## src/rtl/seg7_pkg.sv

```systemverilog
// Package: seg7_pkg
// Purpose: shared constants for the 7-segment scan driver.
//   - Logical segment patterns for nibbles 0..F, bit order {g,f,e,d,c,b,a}
//     (bit 0 = segment a), plus SEG_BLANK.
//   - width_for(): counter width helper, never narrower than one bit.
//   - params_ok(): elaboration-time legality check of the driver parameters.
package seg7_pkg;

    localparam logic [6:0] SEG_BLANK = 7'b0000000;
    localparam logic [6:0] SEG_0     = 7'b0111111;
    localparam logic [6:0] SEG_1     = 7'b0000110;
    localparam logic [6:0] SEG_2     = 7'b1011011;
    localparam logic [6:0] SEG_3     = 7'b1001111;
    localparam logic [6:0] SEG_4     = 7'b1100110;
    localparam logic [6:0] SEG_5     = 7'b1101101;
    localparam logic [6:0] SEG_6     = 7'b1111101;
    localparam logic [6:0] SEG_7     = 7'b0000111;
    localparam logic [6:0] SEG_8     = 7'b1111111;
    localparam logic [6:0] SEG_9     = 7'b1101111;
    localparam logic [6:0] SEG_A     = 7'b1110111;
    localparam logic [6:0] SEG_B     = 7'b1111100;
    localparam logic [6:0] SEG_C     = 7'b0111001;
    localparam logic [6:0] SEG_D     = 7'b1011110;
    localparam logic [6:0] SEG_E     = 7'b1111001;
    localparam logic [6:0] SEG_F     = 7'b1110001;

    // Width of a counter covering 0..n-1.
    function automatic int width_for(input int n);
        return (n <= 2) ? 1 : $clog2(n);
    endfunction

    function automatic bit params_ok(input int digits, input int scan_div, input int guard);
        return (digits >= 1) && (digits <= 8) && (scan_div >= 2) &&
               (guard >= 0) && (guard < scan_div);
    endfunction

endpackage

```

## src/rtl/seg7_scan_driver_if.sv

```systemverilog
// Interface: seg7_scan_driver_if
// Purpose: groups the display data inputs and board-pin outputs of the
//   scan driver.
//   en      : scan enable (low = dark, counters frozen)
//   data    : packed nibbles, digit i = data[4i+3:4i]
//   dp      : decimal point per digit
//   seg     : segment pins {g..a}
//   seg_dp  : decimal point pin
//   dig_sel : digit enable pins
// There is no handshake: data/dp are sampled only at frame boundaries, and
// the outputs are level signals that are meaningful every cycle.
// master = source of data (datapath side), slave = the driver.
interface seg7_scan_driver_if #(
    parameter int DIGITS = 4
);
    logic                  en;
    logic [4*DIGITS-1:0]   data;
    logic [DIGITS-1:0]     dp;
    logic [6:0]            seg;
    logic                  seg_dp;
    logic [DIGITS-1:0]     dig_sel;

    modport master (output en, data, dp, input seg, seg_dp, dig_sel);
    modport slave  (input en, data, dp, output seg, seg_dp, dig_sel);
endinterface

```

## src/rtl/seg7_hex_decode.sv

```systemverilog
// Module: seg7_hex_decode
// Purpose: combinational nibble to logical 7-segment pattern {g..a}.
//   nib : 4-bit value
//   seg : pattern; values 10..15 decode to A b C d E F when HEX_MODE=1,
//         otherwise to blank.
module seg7_hex_decode
    import seg7_pkg::*;
#(
    parameter bit HEX_MODE = 1'b0
) (
    input  logic [3:0] nib,
    output logic [6:0] seg
);
    always_comb begin
        seg = SEG_BLANK;
        case (nib)
            4'h0: seg = SEG_0;
            4'h1: seg = SEG_1;
            4'h2: seg = SEG_2;
            4'h3: seg = SEG_3;
            4'h4: seg = SEG_4;
            4'h5: seg = SEG_5;
            4'h6: seg = SEG_6;
            4'h7: seg = SEG_7;
            4'h8: seg = SEG_8;
            4'h9: seg = SEG_9;
            4'hA: seg = HEX_MODE ? SEG_A : SEG_BLANK;
            4'hB: seg = HEX_MODE ? SEG_B : SEG_BLANK;
            4'hC: seg = HEX_MODE ? SEG_C : SEG_BLANK;
            4'hD: seg = HEX_MODE ? SEG_D : SEG_BLANK;
            4'hE: seg = HEX_MODE ? SEG_E : SEG_BLANK;
            4'hF: seg = HEX_MODE ? SEG_F : SEG_BLANK;
            default: seg = SEG_BLANK;
        endcase
    end
endmodule

```

## src/rtl/seg7_scan_driver.sv

```systemverilog
// Module: seg7_scan_driver
// Purpose: time-multiplexed driver for a DIGITS-wide 7-segment display.
//   Scans one digit per slot of SCAN_DIV cycles; the first GUARD cycles of
//   each slot are dark to avoid ghosting. data/dp are captured into shadow
//   registers only at the frame boundary so a frame never tears.
// Ports:
//   clk  : clock
//   rst  : synchronous active-high reset (priority over en)
//   bus  : seg7_scan_driver_if.slave (en, data, dp in; seg, seg_dp, dig_sel out)
// Note: bus must be instantiated with the same DIGITS as this module.
module seg7_scan_driver
    import seg7_pkg::*;
#(
    parameter int DIGITS      = 4,
    parameter int SCAN_DIV    = 1000,
    parameter int GUARD       = 2,
    parameter bit HEX_MODE    = 1'b0,
    parameter bit LZ_BLANK    = 1'b1,
    parameter bit SEG_ACT_LOW = 1'b0,
    parameter bit DIG_ACT_LOW = 1'b0
) (
    input  logic              clk,
    input  logic              rst,
    seg7_scan_driver_if.slave bus
);
    generate
        if (!params_ok(DIGITS, SCAN_DIV, GUARD)) begin : g_bad_params
            $error("seg7_scan_driver: illegal DIGITS/SCAN_DIV/GUARD");
        end
    endgenerate

    localparam int CW = width_for(SCAN_DIV);
    localparam int IW = width_for(DIGITS);
    localparam logic [CW-1:0] CNT_LAST = CW'(SCAN_DIV - 1);
    localparam logic [IW-1:0] IDX_LAST = IW'(DIGITS - 1);
    localparam logic [CW:0]   GUARD_C  = (CW + 1)'(GUARD);

    logic [CW-1:0]         cnt;
    logic [IW-1:0]         idx;
    logic [4*DIGITS-1:0]   sh_data;
    logic [DIGITS-1:0]     sh_dp;
    logic                  en_r;

    logic                  slot_end;
    logic                  frame_end;

    assign slot_end  = (cnt == CNT_LAST);
    assign frame_end = slot_end && (idx == IDX_LAST);

    // en is registered so the outputs depend on flops only. It samples en even
    // during reset, so with GUARD=0 digit 0 is lit straight out of reset.
    always_ff @(posedge clk) begin
        en_r <= bus.en;
        if (rst) begin
            cnt     <= '0;
            idx     <= '0;
            sh_data <= '0;
            sh_dp   <= '0;
        end else if (bus.en) begin
            if (slot_end) begin
                cnt <= '0;
                idx <= (idx == IDX_LAST) ? '0 : idx + 1'b1;
            end else begin
                cnt <= cnt + 1'b1;
            end
            if (frame_end) begin
                sh_data <= bus.data;
                sh_dp   <= bus.dp;
            end
        end
    end

    // hi_zero[i]: digit i and every more significant digit are zero.
    logic [DIGITS-1:0] hi_zero;
    genvar gi;
    generate
        for (gi = 0; gi < DIGITS; gi++) begin : g_hi_zero
            assign hi_zero[gi] = ~|sh_data[4*DIGITS-1:4*gi];
        end
    endgenerate

    logic [3:0] cur_nib;
    logic       cur_dp;
    logic       cur_lz;

    always_comb begin
        cur_nib = 4'h0;
        cur_dp  = 1'b0;
        cur_lz  = 1'b0;
        for (int i = 0; i < DIGITS; i++) begin
            if (idx == IW'(i)) begin
                cur_nib = sh_data[4*i +: 4];
                cur_dp  = sh_dp[i];
                cur_lz  = LZ_BLANK && (i != 0) && hi_zero[i];
            end
        end
    end

    logic [6:0] dec_seg;

    seg7_hex_decode #(.HEX_MODE(HEX_MODE)) u_dec (
        .nib (cur_nib),
        .seg (dec_seg)
    );

    logic              dark;
    logic [6:0]        seg_l;
    logic              dp_l;
    logic [DIGITS-1:0] dig_l;

    assign dark  = !en_r || ({1'b0, cnt} < GUARD_C);
    assign seg_l = (dark || cur_lz) ? SEG_BLANK : dec_seg;
    assign dp_l  = dark ? 1'b0 : cur_dp;
    assign dig_l = dark ? '0 : (DIGITS'(1) << idx);

    assign bus.seg     = seg_l ^ {7{SEG_ACT_LOW}};
    assign bus.seg_dp  = dp_l ^ SEG_ACT_LOW;
    assign bus.dig_sel = dig_l ^ {DIGITS{DIG_ACT_LOW}};

endmodule

```

## src/flat_wrapper.sv

```systemverilog
// flat-port wrapper written by rule: the top's interface ports become plain ports
module seg7_scan_driver_flat import seg7_pkg::*;
#(
    parameter int DIGITS      = 4,
    parameter int SCAN_DIV    = 1000,
    parameter int GUARD       = 2,
    parameter bit HEX_MODE    = 1'b0,
    parameter bit LZ_BLANK    = 1'b1,
    parameter bit SEG_ACT_LOW = 1'b0,
    parameter bit DIG_ACT_LOW = 1'b0
)
  (clk, rst, bus_en, bus_data, bus_dp, bus_seg, bus_seg_dp, bus_dig_sel);
  seg7_scan_driver_if #(.DIGITS(DIGITS)) bus_i ();
  input  logic clk;
  input  logic rst;
  input wire logic [$bits(bus_i.en)-1:0] bus_en;
  input wire logic [$bits(bus_i.data)-1:0] bus_data;
  input wire logic [$bits(bus_i.dp)-1:0] bus_dp;
  output wire logic [$bits(bus_i.seg)-1:0] bus_seg;
  output wire logic [$bits(bus_i.seg_dp)-1:0] bus_seg_dp;
  output wire logic [$bits(bus_i.dig_sel)-1:0] bus_dig_sel;
  assign bus_i.en = bus_en;
  assign bus_i.data = bus_data;
  assign bus_i.dp = bus_dp;
  assign bus_seg = bus_i.seg;
  assign bus_seg_dp = bus_i.seg_dp;
  assign bus_dig_sel = bus_i.dig_sel;
  seg7_scan_driver #(.DIGITS(DIGITS), .SCAN_DIV(SCAN_DIV), .GUARD(GUARD), .HEX_MODE(HEX_MODE), .LZ_BLANK(LZ_BLANK), .SEG_ACT_LOW(SEG_ACT_LOW), .DIG_ACT_LOW(DIG_ACT_LOW)) u_core (.clk(clk), .rst(rst), .bus(bus_i));
endmodule
```

## config.mk

```make
export PLATFORM = sky130hd
export DESIGN_NAME = seg7_scan_driver_flat
export DESIGN_NICKNAME = d
export VERILOG_FILES = /design/src/rtl/seg7_pkg.sv /design/src/rtl/seg7_scan_driver_if.sv /design/src/rtl/seg7_hex_decode.sv /design/src/rtl/seg7_scan_driver.sv /design/src/flat_wrapper.sv
export SDC_FILE = /design/constraint.sdc
export NUM_CORES = 1
export LEC_CHECK = 0
export BUFFER_PORTS_ARGS = -buffer_cell sky130_fd_sc_hd__buf_2
export CAP_MARGIN = 40
export CORE_UTILIZATION = 45
export CTS_CLUSTER_SIZE = 12
export DETAILED_ROUTE_END_ITERATION = 10
export GPL_TIMING_DRIVEN = 0
export PLACE_DENSITY_LB_ADDON = 0.25
export SETUP_SLACK_MARGIN = 0.05
export SLEW_MARGIN = 20
export SYNTH_ARGS = -nofsm -noshare
export SYNTH_HDL_FRONTEND = slang
export SYNTH_SLANG_ARGS = --single-unit
```

## constraint.sdc

```tcl
create_clock -name clk -period 4.81 [get_ports clk]
set_clock_uncertainty 0.15 [all_clocks]
set_input_delay 0.2405 -clock clk [delete_from_list [all_inputs] [get_ports clk]]
set_output_delay 0.2405 -clock clk [all_outputs]
set_load 0.1 [all_outputs]
```

==> impl_results.md <==
- DRC viols: 0
- Max-cap violations: 0
- WL final: approximately 4200 um
- Htree depth: 2
- Outcome: finished clean
- Max-slew violation count: 0
- Global route total overflow: 0
- Nets: 309
- Pwr Total: around 0.53 mW
- Total iterations of the first detailed-routing run: 4
- PortBufs: 33
- M1 GR Usage: 0.258
- Gr busiest metal: met2
- Initial antenna violation count: 0
- Slew headroom: 0.603
- DR vias: 1737
- Commonest non-fill, non-tap cell in the layout: nand2_1
- Syn_area_per_cell: 7.91 um^2
- Cell Area, Synth: approximately 1900 um^2
- Post-synthesis compound-gate area fraction: 0.189
- Synth Flop Type: dfxtp_1
- Hold crit path type: input pin to flop
- Worst Setup Start Kind: flop
- Chip width: 66.3 um
- Number of DRC markers in iteration 0: 75
- Die height: 66.3 um
- Initial core utilization: 0.489
- Clk slew on worst S/H paths: 0.07 ns
- Syn nets: roughly 270
- Syn-to-layout area delta: 17.2%
- Number of synthesized flops with an enable pin: 0
- CTS tree: built
- Final Hold Vio Count: 0
- GRT Overall Usage: 0.208
- Critical Path AT: 2.90 ns
- Async S/R FF share, synth: 0
- Core area: 3800 um^2
- Register area share after synthesis: 0.356
- Yosys warns: 0
- Vias in the first global route: 1560
- Worst-path fanout max: 10
- Worst Path Required: around 4.4 ns
- Final worst path period share: 0.684
- Hpwl dp: 3140 um
- Post-synthesis simple-gate area fraction: 0.286
- RSZ-0062 raised after global routing: false
- CTS Buf Count: 5
- Post-Synthesis Cells: 235
- Yosys cell types: 45
- Worst IR drop on VDD: 0.167 mV
- Fmax: 0.304 GHz
- Cts repair resizes: 0
- Clk buf depth: 2
- Routability congestion estimate: 0.803
- Full die area: 4390 um^2
- Clock root cell: clkbuf_8
- GR Layer Usage met3: 0.0414
- Xor and xnor area share after synthesis: 0.0424
- Largest family of logic cells by synthesized area: simple AND/OR/NAND/NOR gates
- Clk Latency, worst-skew pair: 0.29 ns
- Minimum hold slack: 0.0372 ns
- GRT met2 Usage: 0.351
- Routed WL per cell: 13.0 um
- Setup TNS: 0 ns
- Ratio of cells with drive above 1 in the final layout: 0.188
- Clock Sinks: 33
- Largest net degree at the start of global routing: 11
- Crit Path Class: flop to output pin
- Setup repair bufs after CTS: 0
- IO Count: 35
- Row count: 22
- Adder-Cell Fraction of Synth Area: 0.0673
- N_diodes: 0
- Final setup fails: 0
- Minimum clock period: 3.29 ns
- First-pass GRT wire length: just under 7000 um
- Seq cells post-synth: 33
- Most frequent cells in the layout: nand2_1, buf_2, dfxtp_1, a21oi_1, nor2_1
- Multiplexer share of the synthesized area: 0.0108
- P_leak: 0.885 nW
- Critical Path End Type: output pin
- Worst slew pin tran: 0.592 ns
- Vias per std cell: 5.34
- PwrDens: 246 nW/um^2
- DRT antenna net count: 0
## final timing paths
| check | from | to | slack, ns | cells past startpoint |
|---|---|---|---|---|
| worst max-delay path | u_core.idx[1] | bus_seg[4] | 1.52 | 10 |
| worst min-delay path | bus_data[13] | u_core.sh_data[13] | 0.04 | 3 |
| worst max register to register | u_core.idx[0] | u_core.sh_data[9] | 2.92 | 6 |
| worst min register to register | u_core.sh_dp[2] | u_core.sh_dp[2] | 0.30 | 2 |
## cells in the mapped netlist, types with 4 or more instances
cell       n  share of area
nand2_1   50           0.10
dfxtp_1   33           0.36
xnor2_1    5          0.024
ha_1      10          0.067
nor4_1     5          0.017
a21oi_1   26          0.070
buf_2      5          0.013
clkbuf_1   6          0.012
and2_1     4          0.013
nand3_1    6          0.016
inv_1      9          0.018
xor2_1     4          0.019
nor2_1    15          0.030
## area by class of cell
type	instances	area (um^2)
plain buffers	12	58.8
flip-flops and latches	33	661
fillers	389	1620
clock buffers	7	76.3
inverters	9	33.8
repair buffers	34	175
clock inverters	1	7.51
multi-input cells	181	1100
well taps	48	60.1
## where the power goes
part | internal (mW) | switching (mW)
sequential | 0.275 | 0.00199
combinational | 0.0142 | 0.0389
clock | 0.102 | 0.102
total | 0.392 | 0.143
## repair_timing
action / CTS / global route
setup endpoints to repair: 0 / 0
endpoints found under the hold margin: 1 / 0
hold buffers: 1 / 0
## cells by family after synthesis
group                    count (synthesis)
buffers and inverters                   21
XOR/XNOR                                 9
AND/OR/NAND/NOR                        108
multiplexers                             2
AO/OA/AOI/OAI                           52
flip-flops                              33
adder cells (fa/ha/maj)                 10
## sequential cells by signal, summed over array words and instances, names as in the netlist
register and cells:
u_core.en_r 1, u_core.sh_data 16, u_core.cnt 10, u_core.sh_dp 4, u_core.idx 2
## metal layers
metal,wire (um),part of all wire
met1,2050,0.49
met4,73,0.017
met3,128,0.030
met2,1960,0.46
met5,0,0
## through the flow
stage               worst slack [ns]   util  cells  instance area [um^2]
CTS                             1.53  0.573    325                  2180
detailed placement              1.85  0.548    316                  2080
floorplan                       1.04      -    235                  1860
global placement                1.86  0.548    316                  2080
finish                          1.52  0.573    325                  2180
global route                    1.36  0.573    325                  2180
## critical path: stages (launching register included)
cell and delay [ns]:
dfxtp_1 0.38, inv_1 0.08, ha_1 0.21, buf_2 0.18, nand3b_1 0.21, a211o_1 0.36, ha_1 0.23, or3_1 0.36
o221ai_1 0.19, a21oi_1 0.09, buf_2 0.32
No activity file was read; power rests on OpenSTA's default activity.
